===== src/rtl/dma_pkg.sv =====
// Shared types and constants for the DMA descriptor sequencer.
// Descriptor word indices, error codes and FSM state encodings.
package dma_pkg;

  typedef enum logic [2:0] {
    ST_IDLE,
    ST_FETCH,
    ST_LAUNCH,
    ST_XFER_WAIT,
    ST_NEXT,
    ST_FINISH
  } dma_state_e;

  typedef enum logic [1:0] {
    FS_IDLE,
    FS_REQ,
    FS_WAIT
  } fetch_state_e;

  localparam logic [2:0] ERR_NONE     = 3'd0;
  localparam logic [2:0] ERR_ALIGN    = 3'd1;
  localparam logic [2:0] ERR_XFER     = 3'd2;
  localparam logic [2:0] ERR_ABORT    = 3'd3;
  localparam logic [2:0] ERR_OVERFLOW = 3'd4;

  // Word index within a descriptor; byte offset is index * 4.
  localparam logic [1:0] W_SRC  = 2'd0;
  localparam logic [1:0] W_DST  = 2'd1;
  localparam logic [1:0] W_LEN  = 2'd2;
  localparam logic [1:0] W_NEXT = 2'd3;

  localparam int LEN_W      = 24;
  localparam int IRQ_EN_BIT = 31;

  function automatic logic [2:0] first_err(
    input logic [2:0] cur,
    input logic [2:0] nw
  );
    return (cur == ERR_NONE) ? nw : cur;
  endfunction

endpackage


===== src/rtl/dma_desc_fetch.sv =====
// Descriptor read master: four word reads, at most one outstanding.
// Pulses desc_valid_o when the next-pointer word is captured.
import dma_pkg::*;

module dma_desc_fetch #(
  parameter int ADDR_W = 32
) (
  input  logic              clk,
  input  logic              reset,
  input  logic              start_i,
  input  logic [ADDR_W-1:0] ptr_i,
  input  logic              stop_i,
  output logic              mem_rd_o,
  output logic [ADDR_W-1:0] mem_addr_o,
  input  logic              mem_wait_rq_i,
  input  logic [31:0]       mem_rd_data_i,
  input  logic              mem_rd_valid_i,
  output logic              desc_valid_o,
  output logic              abort_o,
  output logic [ADDR_W-1:0] src_o,
  output logic [ADDR_W-1:0] dst_o,
  output logic [LEN_W-1:0]  len_o,
  output logic [ADDR_W-1:0] next_o
);

  fetch_state_e      st_q, st_d;
  logic [1:0]        idx_q, idx_d;
  logic [ADDR_W-1:0] ptr_q, ptr_d;
  logic [ADDR_W-1:0] src_q, src_d;
  logic [ADDR_W-1:0] dst_q, dst_d;
  logic [ADDR_W-1:0] next_q, next_d;
  logic [LEN_W-1:0]  len_q, len_d;
  logic [ADDR_W-1:0] word;

  assign word = ADDR_W'(mem_rd_data_i);

  always_ff @(posedge clk or posedge reset) begin
    if (reset) begin
      st_q   <= FS_IDLE;
      idx_q  <= '0;
      ptr_q  <= '0;
      src_q  <= '0;
      dst_q  <= '0;
      next_q <= '0;
      len_q  <= '0;
    end else begin
      st_q   <= st_d;
      idx_q  <= idx_d;
      ptr_q  <= ptr_d;
      src_q  <= src_d;
      dst_q  <= dst_d;
      next_q <= next_d;
      len_q  <= len_d;
    end
  end

  always_comb begin
    st_d   = st_q;
    idx_d  = idx_q;
    ptr_d  = ptr_q;
    src_d  = src_q;
    dst_d  = dst_q;
    next_d = next_q;
    len_d  = len_q;
    unique case (st_q)
      FS_IDLE: begin
        if (start_i) begin
          st_d  = FS_REQ;
          ptr_d = ptr_i;
          idx_d = '0;
        end
      end
      FS_REQ: begin
        // A stop is only honoured before the read is accepted.
        if (stop_i) st_d = FS_IDLE;
        else if (!mem_wait_rq_i) st_d = FS_WAIT;
      end
      FS_WAIT: begin
        if (mem_rd_valid_i) begin
          unique case (idx_q)
            W_SRC:   src_d  = word;
            W_DST:   dst_d  = word;
            W_LEN:   len_d  = mem_rd_data_i[LEN_W-1:0];
            default: next_d = word;
          endcase
          if (idx_q == W_NEXT) begin
            st_d = FS_IDLE;
          end else begin
            idx_d = idx_q + 2'd1;
            st_d  = FS_REQ;
          end
        end
      end
      default: st_d = FS_IDLE;
    endcase
  end

  always_comb begin
    mem_rd_o     = (st_q == FS_REQ) && !stop_i;
    abort_o      = (st_q == FS_REQ) && stop_i;
    desc_valid_o = (st_q == FS_WAIT) && mem_rd_valid_i
                   && (idx_q == W_NEXT);
    mem_addr_o   = ptr_q + ADDR_W'({idx_q, 2'b00});
  end

  assign src_o  = src_q;
  assign dst_o  = dst_q;
  assign len_o  = len_q;
  assign next_o = next_q;

endmodule


===== src/rtl/dma_desc_sequencer.sv =====
// Walks a descriptor chain, launching one transfer per descriptor.
// Reports busy/done/error/count and a completion interrupt pulse.
import dma_pkg::*;

module dma_desc_sequencer #(
  parameter int MAX_DESC = 256,
  parameter int ADDR_W   = 32
) (
  input  logic              clk,
  input  logic              reset,
  input  logic              go_i,
  input  logic              stop_i,
  input  logic [ADDR_W-1:0] desc_ptr_i,
  output logic              mem_rd_o,
  output logic [ADDR_W-1:0] mem_addr_o,
  input  logic              mem_wait_rq_i,
  input  logic [31:0]       mem_rd_data_i,
  input  logic              mem_rd_valid_i,
  output logic              xfer_start_o,
  output logic [ADDR_W-1:0] xfer_src_o,
  output logic [ADDR_W-1:0] xfer_dst_o,
  output logic [23:0]       xfer_len_o,
  input  logic              xfer_done_i,
  input  logic              xfer_err_i,
  output logic              busy_o,
  output logic              done_o,
  output logic [2:0]        err_code_o,
  output logic [15:0]       desc_count_o,
  output logic              irq_o
);

  dma_state_e        st_q, st_d;
  logic              busy_q, busy_d;
  logic              done_q, done_d;
  logic              irq_q, irq_d;
  logic [2:0]        err_q, err_d;
  logic [15:0]       cnt_q, cnt_d, cnt_inc;
  logic              fetch_start, desc_valid, fetch_abort;
  logic [ADDR_W-1:0] fetch_ptr, src, dst, nxt;
  logic [LEN_W-1:0]  len;

  assign cnt_inc = (cnt_q == 16'hFFFF) ? cnt_q : cnt_q + 16'd1;

  dma_desc_fetch #(.ADDR_W(ADDR_W)) u_fetch (
    .clk            (clk),
    .reset          (reset),
    .start_i        (fetch_start),
    .ptr_i          (fetch_ptr),
    .stop_i         (stop_i),
    .mem_rd_o       (mem_rd_o),
    .mem_addr_o     (mem_addr_o),
    .mem_wait_rq_i  (mem_wait_rq_i),
    .mem_rd_data_i  (mem_rd_data_i),
    .mem_rd_valid_i (mem_rd_valid_i),
    .desc_valid_o   (desc_valid),
    .abort_o        (fetch_abort),
    .src_o          (src),
    .dst_o          (dst),
    .len_o          (len),
    .next_o         (nxt)
  );

  always_ff @(posedge clk or posedge reset) begin
    if (reset) begin
      st_q   <= ST_IDLE;
      busy_q <= 1'b0;
      done_q <= 1'b0;
      irq_q  <= 1'b0;
      err_q  <= ERR_NONE;
      cnt_q  <= '0;
    end else begin
      st_q   <= st_d;
      busy_q <= busy_d;
      done_q <= done_d;
      irq_q  <= irq_d;
      err_q  <= err_d;
      cnt_q  <= cnt_d;
    end
  end

  always_comb begin
    st_d   = st_q;
    busy_d = busy_q;
    done_d = done_q;
    irq_d  = 1'b0;
    err_d  = err_q;
    cnt_d  = cnt_q;
    unique case (st_q)
      ST_IDLE: begin
        if (go_i) begin
          cnt_d = '0;
          if (desc_ptr_i[3:0] == 4'd0) begin
            st_d   = ST_FETCH;
            busy_d = 1'b1;
            done_d = 1'b0;
            err_d  = ERR_NONE;
          end else begin
            err_d  = ERR_ALIGN;
            done_d = 1'b1;
            irq_d  = 1'b1;
          end
        end
      end
      ST_FETCH: begin
        if (fetch_abort) begin
          err_d = first_err(err_q, ERR_ABORT);
          st_d  = ST_FINISH;
        end else if (desc_valid) begin
          st_d = ST_LAUNCH;
        end
      end
      ST_LAUNCH: begin
        st_d = (len != '0) ? ST_XFER_WAIT : ST_NEXT;
      end
      ST_XFER_WAIT: begin
        if (xfer_done_i) begin
          if (xfer_err_i) begin
            err_d = first_err(err_q, ERR_XFER);
            st_d  = ST_FINISH;
          end else begin
            st_d = ST_NEXT;
          end
        end
      end
      ST_NEXT: begin
        cnt_d = cnt_inc;
        st_d  = ST_FINISH;
        if (stop_i) begin
          err_d = first_err(err_q, ERR_ABORT);
        end else if (nxt == '0) begin
          st_d = ST_FINISH;
        end else if (nxt[3:0] != 4'd0) begin
          err_d = first_err(err_q, ERR_ALIGN);
        end else if ({16'd0, cnt_inc} >= 32'(MAX_DESC)) begin
          err_d = first_err(err_q, ERR_OVERFLOW);
        end else begin
          st_d = ST_FETCH;
        end
      end
      ST_FINISH: begin
        busy_d = 1'b0;
        done_d = 1'b1;
        irq_d  = 1'b1;
        st_d   = ST_IDLE;
      end
      default: st_d = ST_IDLE;
    endcase
  end

  always_comb begin
    fetch_start  = (st_d == ST_FETCH) && (st_q != ST_FETCH);
    fetch_ptr    = (st_q == ST_IDLE) ? desc_ptr_i : nxt;
    xfer_start_o = (st_q == ST_LAUNCH) && (len != '0);
  end

  assign xfer_src_o   = src;
  assign xfer_dst_o   = dst;
  assign xfer_len_o   = len;
  assign busy_o       = busy_q;
  assign done_o       = done_q;
  assign err_code_o   = err_q;
  assign desc_count_o = cnt_q;
  assign irq_o        = irq_q;

endmodule


===== config.mk =====
export PLATFORM = sky130hd
export DESIGN_NAME = dma_desc_sequencer
export DESIGN_NICKNAME = d
export VERILOG_FILES = /design/src/rtl/dma_pkg.sv /design/src/rtl/dma_desc_fetch.sv /design/src/rtl/dma_desc_sequencer.sv
export SDC_FILE = /design/constraint.sdc
export NUM_CORES = 1
export LEC_CHECK = 0
export ABC_CLOCK_PERIOD_IN_PS = 8010
export CAP_MARGIN = 5
export CELL_PAD_IN_SITES_DETAIL_PLACEMENT = 1
export CELL_PAD_IN_SITES_GLOBAL_PLACEMENT = 1
export CORE_MARGIN = 2
export CORE_UTILIZATION = 39
export DETAILED_ROUTE_END_ITERATION = 7
export PLACE_DENSITY = 0.78
export REMOVE_ABC_BUFFERS = 1
export SLEW_MARGIN = 20
export SYNTH_ARGS = -nofsm -noshare
export SYNTH_HDL_FRONTEND = slang
export SYNTH_SLANG_ARGS = --single-unit

===== constraint.sdc =====
create_clock -name clk -period 8.01 [get_ports clk]
set_input_delay 1.2015 -clock clk [delete_from_list [all_inputs] [get_ports clk]]
set_output_delay 1.2015 -clock clk [all_outputs]
set_load 0.05 [all_outputs]

After elaboration in Yosys (flattened, before gate mapping) --
Index checks and enable logic that the tools add are counted.
Operators by class: multiplexer cells 48, equal/unequal tests 27, magnitude comparators 1, add/subtract/negate cells 3, bitwise logic cells 1, reductions and logical operators 31
Operator list (number):
- 3-bit 2-to-1 mux | 22
- 32-bit by 4-bit adder with 32-bit output | 1
- 32-bit logical NOT | 1
- 16-bit 2-to-1 mux | 2
- 32-bit 2-to-1 mux | 1
- 16-bit case mux with 2 select lines | 1
- 24-bit nonzero test | 1
- 2-bit inequality test, second input constant | 9
- 3-bit AND reduction | 6
- 16-bit by 1-bit adder with 16-bit output, second input constant | 1
- 16-bit == test, second input constant | 1
- 16-bit by 9-bit >= comparator with 1-bit output, second input constant | 1
- 3-bit case mux with 5 select lines | 1
- 2-bit 2-to-1 mux | 7
- 4-bit inequality test, second input constant | 3
- 3-bit case mux with 4 select lines | 1
- 10-bit AND reduction | 1
- 1-bit 2-to-1 mux | 8
- 4-bit nonzero test | 2
- 2-bit == test, second input constant | 3
- 3-bit by 1-bit == test with 1-bit output, second input constant | 2
- 3-bit by 2-bit == test with 1-bit output, second input constant | 2
- 3-bit == test, second input constant | 2
- 1-bit logical AND | 6
- other kinds (16) | 26
Word-level totals: bits of input ports 72, bits in registers 181, logic and storage cells 124, output and inout port bits 144

Depth between registers and ports, before layout --
Gate-level depths: netlist of run 1.
depth after elaboration 12, gate-level depth with buffers 10, mapped depth without buffers 9

Hierarchy --
A second synthesis of run 1 with hierarchy kept.
Second synthesis, totals: cell total of the unflattened synthesis 694, area total of the unflattened synthesis 8675.8 um2
Modules (own cells, without submodules):
- dma_desc_fetch | seq. area each 3903.7 um2, cells each 441, area an instance 6521.3 um2, instances 1
- dma_desc_sequencer | seq. area each 625.6 um2, cells each 253, area an instance 2154.6 um2, instances 1

Least setup slack after synthesis of run 1 --
OpenSTA, ideal clock, no wires.
path type register to output, start point reg u_fetch.idx_q[0], end point out mem_addr_o[28], arrival time 2.902 ns, stages on the path, launching flop included 10, buffers on the path 0, required time 6.808 ns, path slack 3.907 ns, cell sequence dfrtp_1 -> ha_1 -> inv_1 -> fa_1 -> or2_2 -> nor3_1 -> and2_1 -> and3_1 -> nand2_1 -> xnor2_1
On the way: word-level cells in the longest chain between the ends 1
RTL lines:
- start: declaration | line dma_desc_fetch.sv:27 | logic [1:0] idx_q, idx_d;
- start signal: assignment | line dma_desc_fetch.sv:48 | idx_q <= idx_d;
- 32-bit by 4-bit adder with 32-bit output | line dma_desc_fetch.sv:103 | mem_addr_o = ptr_q + ADDR_W'({idx_q, 2'b00});
- end: declaration | line dma_desc_sequencer.sv:15 | output logic [ADDR_W-1:0] mem_addr_o,
No other way between the ends.

Final worst setup path of run 1 --
Same ends and word-level chain as after synthesis.

==> out/qor.txt, run 1 <==
Post-DP HPWL - 18400 um
Hold slack final - 0.490 ns
Pleak - 5.24 nW
Hold Crit Class - register to register
Hold Crit Start - done_o$_DFFE_PP0P_
Port Buffers - 215
Largest net degree at the start of global routing - 103
Clk_skew - 0.0108 ns
Pre-antenna DRT Iters - 4
Worst setup EP type - output pin
Number of synthesized flops with an enable pin - 0
FP Rows - 54
DR iter-0 viols - 252
Fin crit share - 0.634
# nets final - 988
Via count - 6360
ANT nets after route - 0
# placed instances - 1167
Max Fclk - 197 MHz
Worst r2r src - u_fetch.len_o[23]$_DFFE_PP0P_
WL/cell - 21.4 um
Max-slew violation count - 0
Worst slew margin - 0.290
CTS Hold Bufs - 0
Setup TNS - 0 ns
Initial antenna violation count - 1
Mean Syn Cell Area - 12.5 um2
Critical path arrival - 3.88 ns
CTS Sinks - 181
Total CTS buffers - 17
Worst-skew pair later-pin latency - 0.43 ns
Worst setup margin - 2.93 ns
Setup WS pre-CTS - 3.33 ns
Worst Reg-to-Reg Cells - 6
Run status - completed
Final design utilization - 0.535
P&R area growth vs syn - 34.6%
Final Cell Area - 11700 um2
H-tree lvl count - 4
Core area - 21900 um2
GRT Util Overall - 0.223
Io pins - 216
Worst VDD drop - 0.000174 V
Post-synthesis register bit count - 181
CP Max Fanout - 6
Ratio of cells with drive above 1 in the final layout - 0.251
Final hold vios - 0
Vias in the first global route - 7060
Post-Route WL - 25800 um
Clock transition at path regs - 0.07 ns
Placed instance area - 11100 um2
Required time of the worst setup path - 6.81 ns
Post-Syn Area - 8700 um2
Final Setup Violations - 0
First-pass GRT wire length - 40900 um
Worst reg-to-reg setup slack - 4.62 ns
R2R Path End - u_fetch.ptr_q[26]$_DFFE_PP0P_
Mapped Cells - 695
Grt total ovfl - 0
Netlist cell types - 61
Clock Path Buffers - 2
Worst Hold Path EP - done_o$_DFFE_PP0P_
Pwr Density - 344 nW/um2
Slew @ Worst Pin - 1.06 ns
Post-synthesis sequential area ratio - 0.521
Die extent in x - 153 um
Critical path type - register to output pin
Total power draw - 4.02 mW
TritonCTS clock tree - built
Residual DRC - 0
CTS root buf - clkbuf_16
Final worst path period need - 5.08 ns
Finished Layout Cells - 1201
Worst hold path cell count - 1
Critical Path Source Type - register
Post-CTS Resized - 0
Routability Congestion - 0.872
DR vias/cell - 5.30
Main flop type after synthesis - dfrtp_1
Synth Warn # - 0
RSZ-0062 raised after global routing - no
Chip height - 153 um
Die ar. - 23500 um2
Max-cap violations - 0
Setup Fix Bufs, Post-CTS - 0
Initial Utilization - 0.397
Synth async-reset ratio - 1.00
cell type report:
| cell class | count | area, um2 |
|---|---|---|
| timing repair buffer | 220 | 2210 |
| tap | 280 | 350 |
| fill | 2284 | 10200 |
| clock buffer | 17 | 425 |
| multi-input combinational | 476 | 3980 |
| inverter | 11 | 48.8 |
| clock inverter | 15 | 159 |
| sequential | 181 | 4530 |
| antenna | 1 | 2.50 |
synthesized netlist by cell type (12+ instances only):
master   count  area, um2
a21oi_1     20        100
dfrtp_1    181       4530
mux2_2     156       1760
mux2_4      23        345
nand2_1     49        184
nand3_1     18       90.1
nand4_1     12       75.1
nor2_1      32        120
nor3_1      12       60.1
nor4_1      19        119
o21ai_0     14       70.1
xnor2_1     22        193
cells in the final DEF, fill, tap and decap left out, types with 6 or more instances in the layout:
cell type / synthesis / layout
nor2b_1: 9 / 9
nand3_1: 18 / 18
nor3_1: 12 / 11
mux2i_1: 6 / 6
mux2_4: 23 / 23
nor2_1: 32 / 32
mux2_2: 156 / 156
dfrtp_1: 181 / 181
xnor2_1: 22 / 22
clkdlybuf4s50_1: 0 / 215
ha_1: 8 / 8
nand4_1: 12 / 12
nand2b_1: 6 / 6
o21ai_0: 14 / 14
inv_8: 0 / 6
inv_1: 11 / 10
clkbuf_16: 0 / 17
and3_1: 8 / 8
a21oi_1: 20 / 20
nand2_1: 49 / 47
nor4_1: 19 / 19
xor2_1: 8 / 8
worst max-delay path by stage:
stage | startpoint | end | slack [ns] | cells after the start
after floorplan | reset | busy_o$_DFFE_PP0P_ | 1.89 | 1
after global placement | u_fetch.idx_q[0]$_DFFE_PP0P_ | mem_addr_o[28] | 3.44 | 10
after detailed placement | u_fetch.idx_q[0]$_DFFE_PP0P_ | mem_addr_o[28] | 3.33 | 10
after CTS | u_fetch.idx_q[0]$_DFFE_PP0P_ | mem_addr_o[28] | 2.87 | 10
after global routing | u_fetch.idx_q[0]$_DFFE_PP0P_ | mem_addr_o[30] | 2.57 | 10
final | u_fetch.idx_q[0]$_DFFE_PP0P_ | mem_addr_o[28] | 2.93 | 10
state kept, by name, summed over array words and instances (netlist names):
name / cells
busy_o: 1
desc_count_o: 16
done_o: 1
err_code_o: 3
irq_o: 1
st_q: 3
u_fetch.dst_o: 32
u_fetch.idx_q: 2
u_fetch.len_o: 24
u_fetch.next_o: 32
u_fetch.ptr_q: 32
u_fetch.src_o: 32
u_fetch.st_q: 2
cell families after synthesis:
logic type	synth area share
simple gates	0.117
mux	0.249
flops	0.521
compound gates	0.0473
buf+inv	0.0226
xor+xnor	0.0302
fa+ha+maj	0.0138
worst max-delay path: stages (launching register included):
cell and delay [ns]:
dfrtp_1 0.47, ha_1 0.21, inv_1 0.06, fa_1 0.44
or2_2 0.36, nor3_1 0.42, and2_1 0.27, and3_1 0.19
nand2_1 0.07, xnor2_1 0.14, clkdlybuf4s50_1 0.82
layer usage:
metal	global-route usage	part of all wire	wire length, um
met3	0.0638	0.053	1360
met4	0.0550	0.012	321
met1	0.281	0.43	11200
met2	0.379	0.50	12900
met5	0	0	0
power breakdown:
part           internal [mW]  switching (mW)  total (mW)
logic                  0.711            1.10        1.82
clock network          0.420           0.422       0.842
registers               1.14           0.223        1.37
total                   2.27            1.75        4.02
Power figures use the tool's default switching activity.
==> inputs of run 2 (changes only) <==
--- a/config.mk
+++ b/config.mk
@@ -5,7 +5,7 @@
 export SDC_FILE = /design/constraint.sdc
 export NUM_CORES = 1
 export LEC_CHECK = 0
-export ABC_CLOCK_PERIOD_IN_PS = 8010
+export ABC_CLOCK_PERIOD_IN_PS = 4900
 export CAP_MARGIN = 5
 export CELL_PAD_IN_SITES_DETAIL_PLACEMENT = 1
 export CELL_PAD_IN_SITES_GLOBAL_PLACEMENT = 1
==> constraint.sdc (replaced) <==
create_clock -name clk -period 4.9 [get_ports clk]
set_input_delay 0.735 -clock clk [delete_from_list [all_inputs] [get_ports clk]]
set_output_delay 0.735 -clock clk [all_outputs]
set_load 0.05 [all_outputs]
==> out/qor.txt, run 2 (synthesis results as in run 1) <==
Core area - 21900 um2
Setup WS pre-CTS - 0.726 ns
Critical path type - register to output pin
Io pins - 216
Post-Route WL - 25200 um
Most frequent cells in the layout - clkdlybuf4s50_1, dfrtp_1, mux2_2, nand2_1, nor2_1
Via count - 6423
Combinational Power Share - 0.452
WL/cell - 21.0 um
Hold Crit Class - register to register
Final Setup Violations - 0
Max-slew violation count - 0
TritonCTS clock tree - built
Total CTS buffers - 17
Clock Path Buffers - 2
Largest net degree at the start of global routing - 140
Worst VDD drop - 0.000240 V
Clk_skew - 0.0124 ns
Critical path arrival - 3.77 ns
Finished Layout Cells - 1202
Post-CTS Resized - 0
H-tree lvl count - 4
Cell family with most CP delay - simple AND/OR/NAND/NOR gates
Worst setup EP type - output pin
Worst hold path cell count - 1
Routability Congestion - 0.860
Highest metal used - met4
Power share of the clock group - 0.207
First-pass GRT wire length - 40900 um
Worst Reg-to-Reg Cells - 6
Initial antenna violation count - 0
CP max stage delay - 0.81 ns
# diodes - 0
Run status - completed
CP bufs+invs - 2
Fin crit share - 0.920
Worst slew margin - 0.328
CP max-delay cell - clkdlybuf4s50_1
Pwr Density - 558 nW/um2
DR iter-0 viols - 277
Max Fclk - 222 MHz
Pleak - 5.26 nW
Die ar. - 23500 um2
Design internal power - 3.72 mW
Max-cap violations - 0
CTS root buf - clkbuf_16
Post-DP HPWL - 18200 um
Required time of the worst setup path - 4.16 ns
Critical Path Stages - 10
Slew @ Worst Pin - 1.00 ns
Ratio of cells with drive above 1 in the final layout - 0.253
RSZ-0062 raised after global routing - no
Clock transition at path regs - 0.07 ns
Routed wl met2 - 12700 um
Seq pwr share - 0.341
Grt total ovfl - 0
CTS Hold Bufs - 0
ANT nets after route - 0
Pre-antenna DRT Iters - 4
Net Sw Frac - 0.432
CP Max Fanout - 6
Residual DRC - 0
# nets final - 990
Most common cell after layout, fill and taps aside - clkdlybuf4s50_1
Worst-skew pair later-pin latency - 0.43 ns
Critical Path Source Type - register
# placed instances - 1169
Final worst path period need - 4.51 ns
Worst setup margin - 0.394 ns
GRT Util Overall - 0.221
Die extent in x - 153 um
Sw Pwr - 2.82 mW
Met3 wire length - 1330 um
Chip height - 153 um
Final hold vios - 0
Vias in the first global route - 7024
Setup Fix Bufs, Post-CTS - 0
P&R area growth vs syn - 35.0%
Port Buffers - 215
Crit-path cells - ha_1 > inv_1 > fa_1 > or2_2 > nor3_2 > and2_1 > and3_1 > nand2_1 > xnor2_1 > clkdlybuf4s50_1
DR vias/cell - 5.34
CTS Sinks - 181
Routed met1 length - 10800 um
Initial Utilization - 0.397
FP Rows - 54
==> run 2: worst paths after layout <==
| check | start | to | slack, ns |
|---|---|---|---|
| worst max-delay path | u_fetch.idx_q[0]$_DFFE_PP0P_ | mem_addr_o[30] | 0.39 |
| worst min-delay path | u_fetch.ptr_q[0]$_DFFE_PP0P_ | u_fetch.ptr_q[0]$_DFFE_PP0P_ | 0.50 |
| worst max register to register | u_fetch.len_o[23]$_DFFE_PP0P_ | u_fetch.ptr_q[27]$_DFFE_PP0P_ | 1.42 |
| worst min register to register | u_fetch.ptr_q[0]$_DFFE_PP0P_ | u_fetch.ptr_q[0]$_DFFE_PP0P_ | 0.50 |
| max in group asynchronous | reset | u_fetch.src_o[30]$_DFFE_PP0P_ | 3.43 |
| min in group asynchronous | reset | err_code_o[0]$_DFFE_PP0P_ | 0.67 |
==> run 2: layout make-up <==
class	instances	area, um2
sequential	181	4530
fill	2250	10200
clock inverter	14	154
timing repair buffer	222	2240
multi-input combinational	476	3990
clock buffer	18	429
inverter	11	48.8
tap	280	350
==> run 2: per-layer routing <==
| metal | up-vias | GRT usage |
|---|---|---|
| met5 | - | 0 |
| met4 | 0 | 0.0660 |
| met3 | 23 | 0.0559 |
| met2 | 138 | 0.372 |
| met1 | 3329 | 0.282 |
| li1 | 2933 | - |
==> run 2: power groups by stage <==
stage | logic [mW] | registers (mW) | clock network (mW)
after floorplan | 1.35 | 2.79 | 0
after global routing | 3.11 | 2.29 | 1.45
after CTS | 2.98 | 2.23 | 1.40
after global placement | 2.93 | 2.23 | 0
final | 2.96 | 2.23 | 1.36
after detailed placement | 2.96 | 2.25 | 0
==> run 2: through the flow <==
| stage | TNS (ns) | hold slack (ns) | total power, mW | cell area, um2 | utilization |
|---|---|---|---|---|---|
| after floorplan | -135.81 | 0.471 | 4.14 | 8540 | - |
| after global placement | 0 | 0.466 | 5.15 | 11100 | 0.508 |
| after detailed placement | 0 | 0.487 | 5.21 | 11100 | 0.508 |
| after CTS | 0 | 0.510 | 6.61 | 11700 | 0.535 |
| after global routing | 0 | 0.526 | 6.85 | 11700 | 0.536 |
| final | 0 | 0.496 | 6.54 | 11700 | 0.536 |
==> inputs of run 3 (changes only) <==
--- a/config.mk
+++ b/config.mk
@@ -12,6 +12,8 @@
 export CORE_MARGIN = 2
 export CORE_UTILIZATION = 39
 export DETAILED_ROUTE_END_ITERATION = 7
+export GPL_TIMING_DRIVEN = 0
+export MAX_ROUTING_LAYER = met4
 export PLACE_DENSITY = 0.78
 export REMOVE_ABC_BUFFERS = 1
 export SLEW_MARGIN = 20
==> out/qor.txt, run 3 (synthesis results as in run 1) <==
Final Cell Area - 11800 um2
# nets final - 990
Largest net degree at the start of global routing - 99
DR iter-0 viols - 292
Worst reg-to-reg setup slack - 1.55 ns
# placed instances - 1170
Final worst path period need - 4.68 ns
Worst r2r src - u_fetch.len_o[23]$_DFFE_PP0P_
Finished Layout Cells - 1202
Setup WS pre-CTS - 0.620 ns
First-pass GRT wire length - 40100 um
Vias in the first global route - 6848
Hold Crit Start - done_o$_DFFE_PP0P_
CTS root buf - clkbuf_16
Run status - completed
Worst slew margin - 0.436
Design internal power - 3.74 mW
Critical path arrival - 3.95 ns
Grt total ovfl - 0
Routability Congestion - 0.877
Clk_skew - 0.0135 ns
# diodes - 0
Worst Reg-to-Reg Cells - 6
Initial antenna violation count - 0
Critical Path Source Type - register
Worst VDD drop - 0.000297 V
Pre-antenna DRT Iters - 4
Clock transition at path regs - 0.07 ns
Worst setup EP type - output pin
GRT Util Overall - 0.225
FP Rows - 54
P&R area growth vs syn - 35.3%
Slew @ Worst Pin - 0.839 ns
TritonCTS clock tree - built
CP Max Fanout - 6
R2R Path End - u_fetch.ptr_q[26]$_DFFE_PP0P_
Worst Hold Path EP - done_o$_DFFE_PP0P_
Placed instance area - 11200 um2
Max Fclk - 214 MHz
Total CTS buffers - 17
Pleak - 5.27 nW
Max-cap violations - 0
Residual DRC - 0
CP startpoint - u_fetch.idx_q[0]$_DFFE_PP0P_
Ratio of cells with drive above 1 in the final layout - 0.254
RSZ-0062 raised after global routing - no
Final Setup Violations - 0
Post-Route WL - 25200 um
Chip height - 153 um
CTS Sinks - 181
Core area - 21900 um2
Via count - 6374
Worst-skew pair later-pin latency - 0.43 ns
DR vias/cell - 5.30
Final design utilization - 0.538
Required time of the worst setup path - 4.16 ns
Die extent in x - 153 um
Fin crit share - 0.955
Most frequent cells in the layout - clkdlybuf4s50_1, dfrtp_1, mux2_2, nand2_1, nor2_1
Port Buffers - 215
Net Sw Frac - 0.429
Sw Pwr - 2.80 mW
Io pins - 216
Initial Utilization - 0.397
Most common cell after layout, fill and taps aside - clkdlybuf4s50_1
Worst hold path cell count - 1
Setup TNS - 0 ns
Clock Path Buffers - 2
Seq pwr share - 0.340
WL/cell - 21.0 um
Critical path type - register to output pin
Pwr Density - 556 nW/um2
Final hold vios - 0
Post-DP HPWL - 18600 um
H-tree lvl count - 4
Worst setup margin - 0.220 ns
Die ar. - 23500 um2
ANT nets after route - 0
Max-slew violation count - 0
Power share of the clock group - 0.206
Hold Crit Class - register to register
Combinational Power Share - 0.453
Setup Fix Bufs, Post-CTS - 0
run 3: cell count changes in the layout (fill, tap and decap cells not counted), moves of 2 or more:
cell,before,now
nand2_2,2,4
nand2_1,47,45
buf_16,1,3
buf_4,5,3
inv_8,8,6
run 3: critical path: stages, from the launching register on:
cell and delay, ns:
dfrtp_1 0.48, ha_1 0.24, inv_1 0.06, fa_1 0.44, or2_2 0.36, nor3_1 0.42
and2_1 0.28, and3_1 0.20, nand2_1 0.07, xnor2_1 0.14, clkdlybuf4s50_1 0.82
run 3: area by class of cell:
type / instances / area, um2
sequential: 181 / 4530
clock buffer: 19 / 443
clock inverter: 13 / 131
fill: 2285 / 10100
timing repair buffer: 222 / 2280
tap: 280 / 350
inverter: 11 / 48.8
multi-input combinational: 476 / 3990
run 3: worst max path at each step:
stage	endpoint
global route	mem_addr_o[28]
CTS	mem_addr_o[30]
finish	mem_addr_o[28]
floorplan	busy_o$_DFFE_PP0P_
detailed placement	mem_addr_o[30]
global placement	u_fetch.dst_o[24]$_DFFE_PP0P_
run 3: what timing repair did:
action / CTS / global route
hold buffers: 0 / 0
gates resized for setup: 0 / 1
endpoints found under the setup margin: 0 / 1
hold endpoints to repair: 0 / 0
run 3: power groups by stage:
stage,combinational [mW],sequential (mW),clock (mW)
after floorplan,1.35,2.79,0
after global placement,2.92,2.22,0
after detailed placement,2.98,2.25,0
after CTS,3.00,2.23,1.38
after global routing,3.12,2.29,1.43
final,2.96,2.23,1.35
run 3: per-stage QoR:
| stage | total power [mW] | hold slack [ns] |
|---|---|---|
| 6_report | 6.54 | 0.485 |
| 5_1_grt | 6.84 | 0.515 |
| 4_1_cts | 6.60 | 0.489 |
| 3_5_place_dp | 5.23 | 0.473 |
| 3_3_place_gp | 5.15 | 0.462 |
| 2_1_floorplan | 4.14 | 0.471 |
run 3: routing by layer:
metal  vias up  global-route usage  wire length (um)
met5         -                   -                 0
met4         0              0.0633               427
met3        23              0.0567              1360
met2       153               0.368             12600
met1      3268               0.278             10900
li1       2930                   -                 -
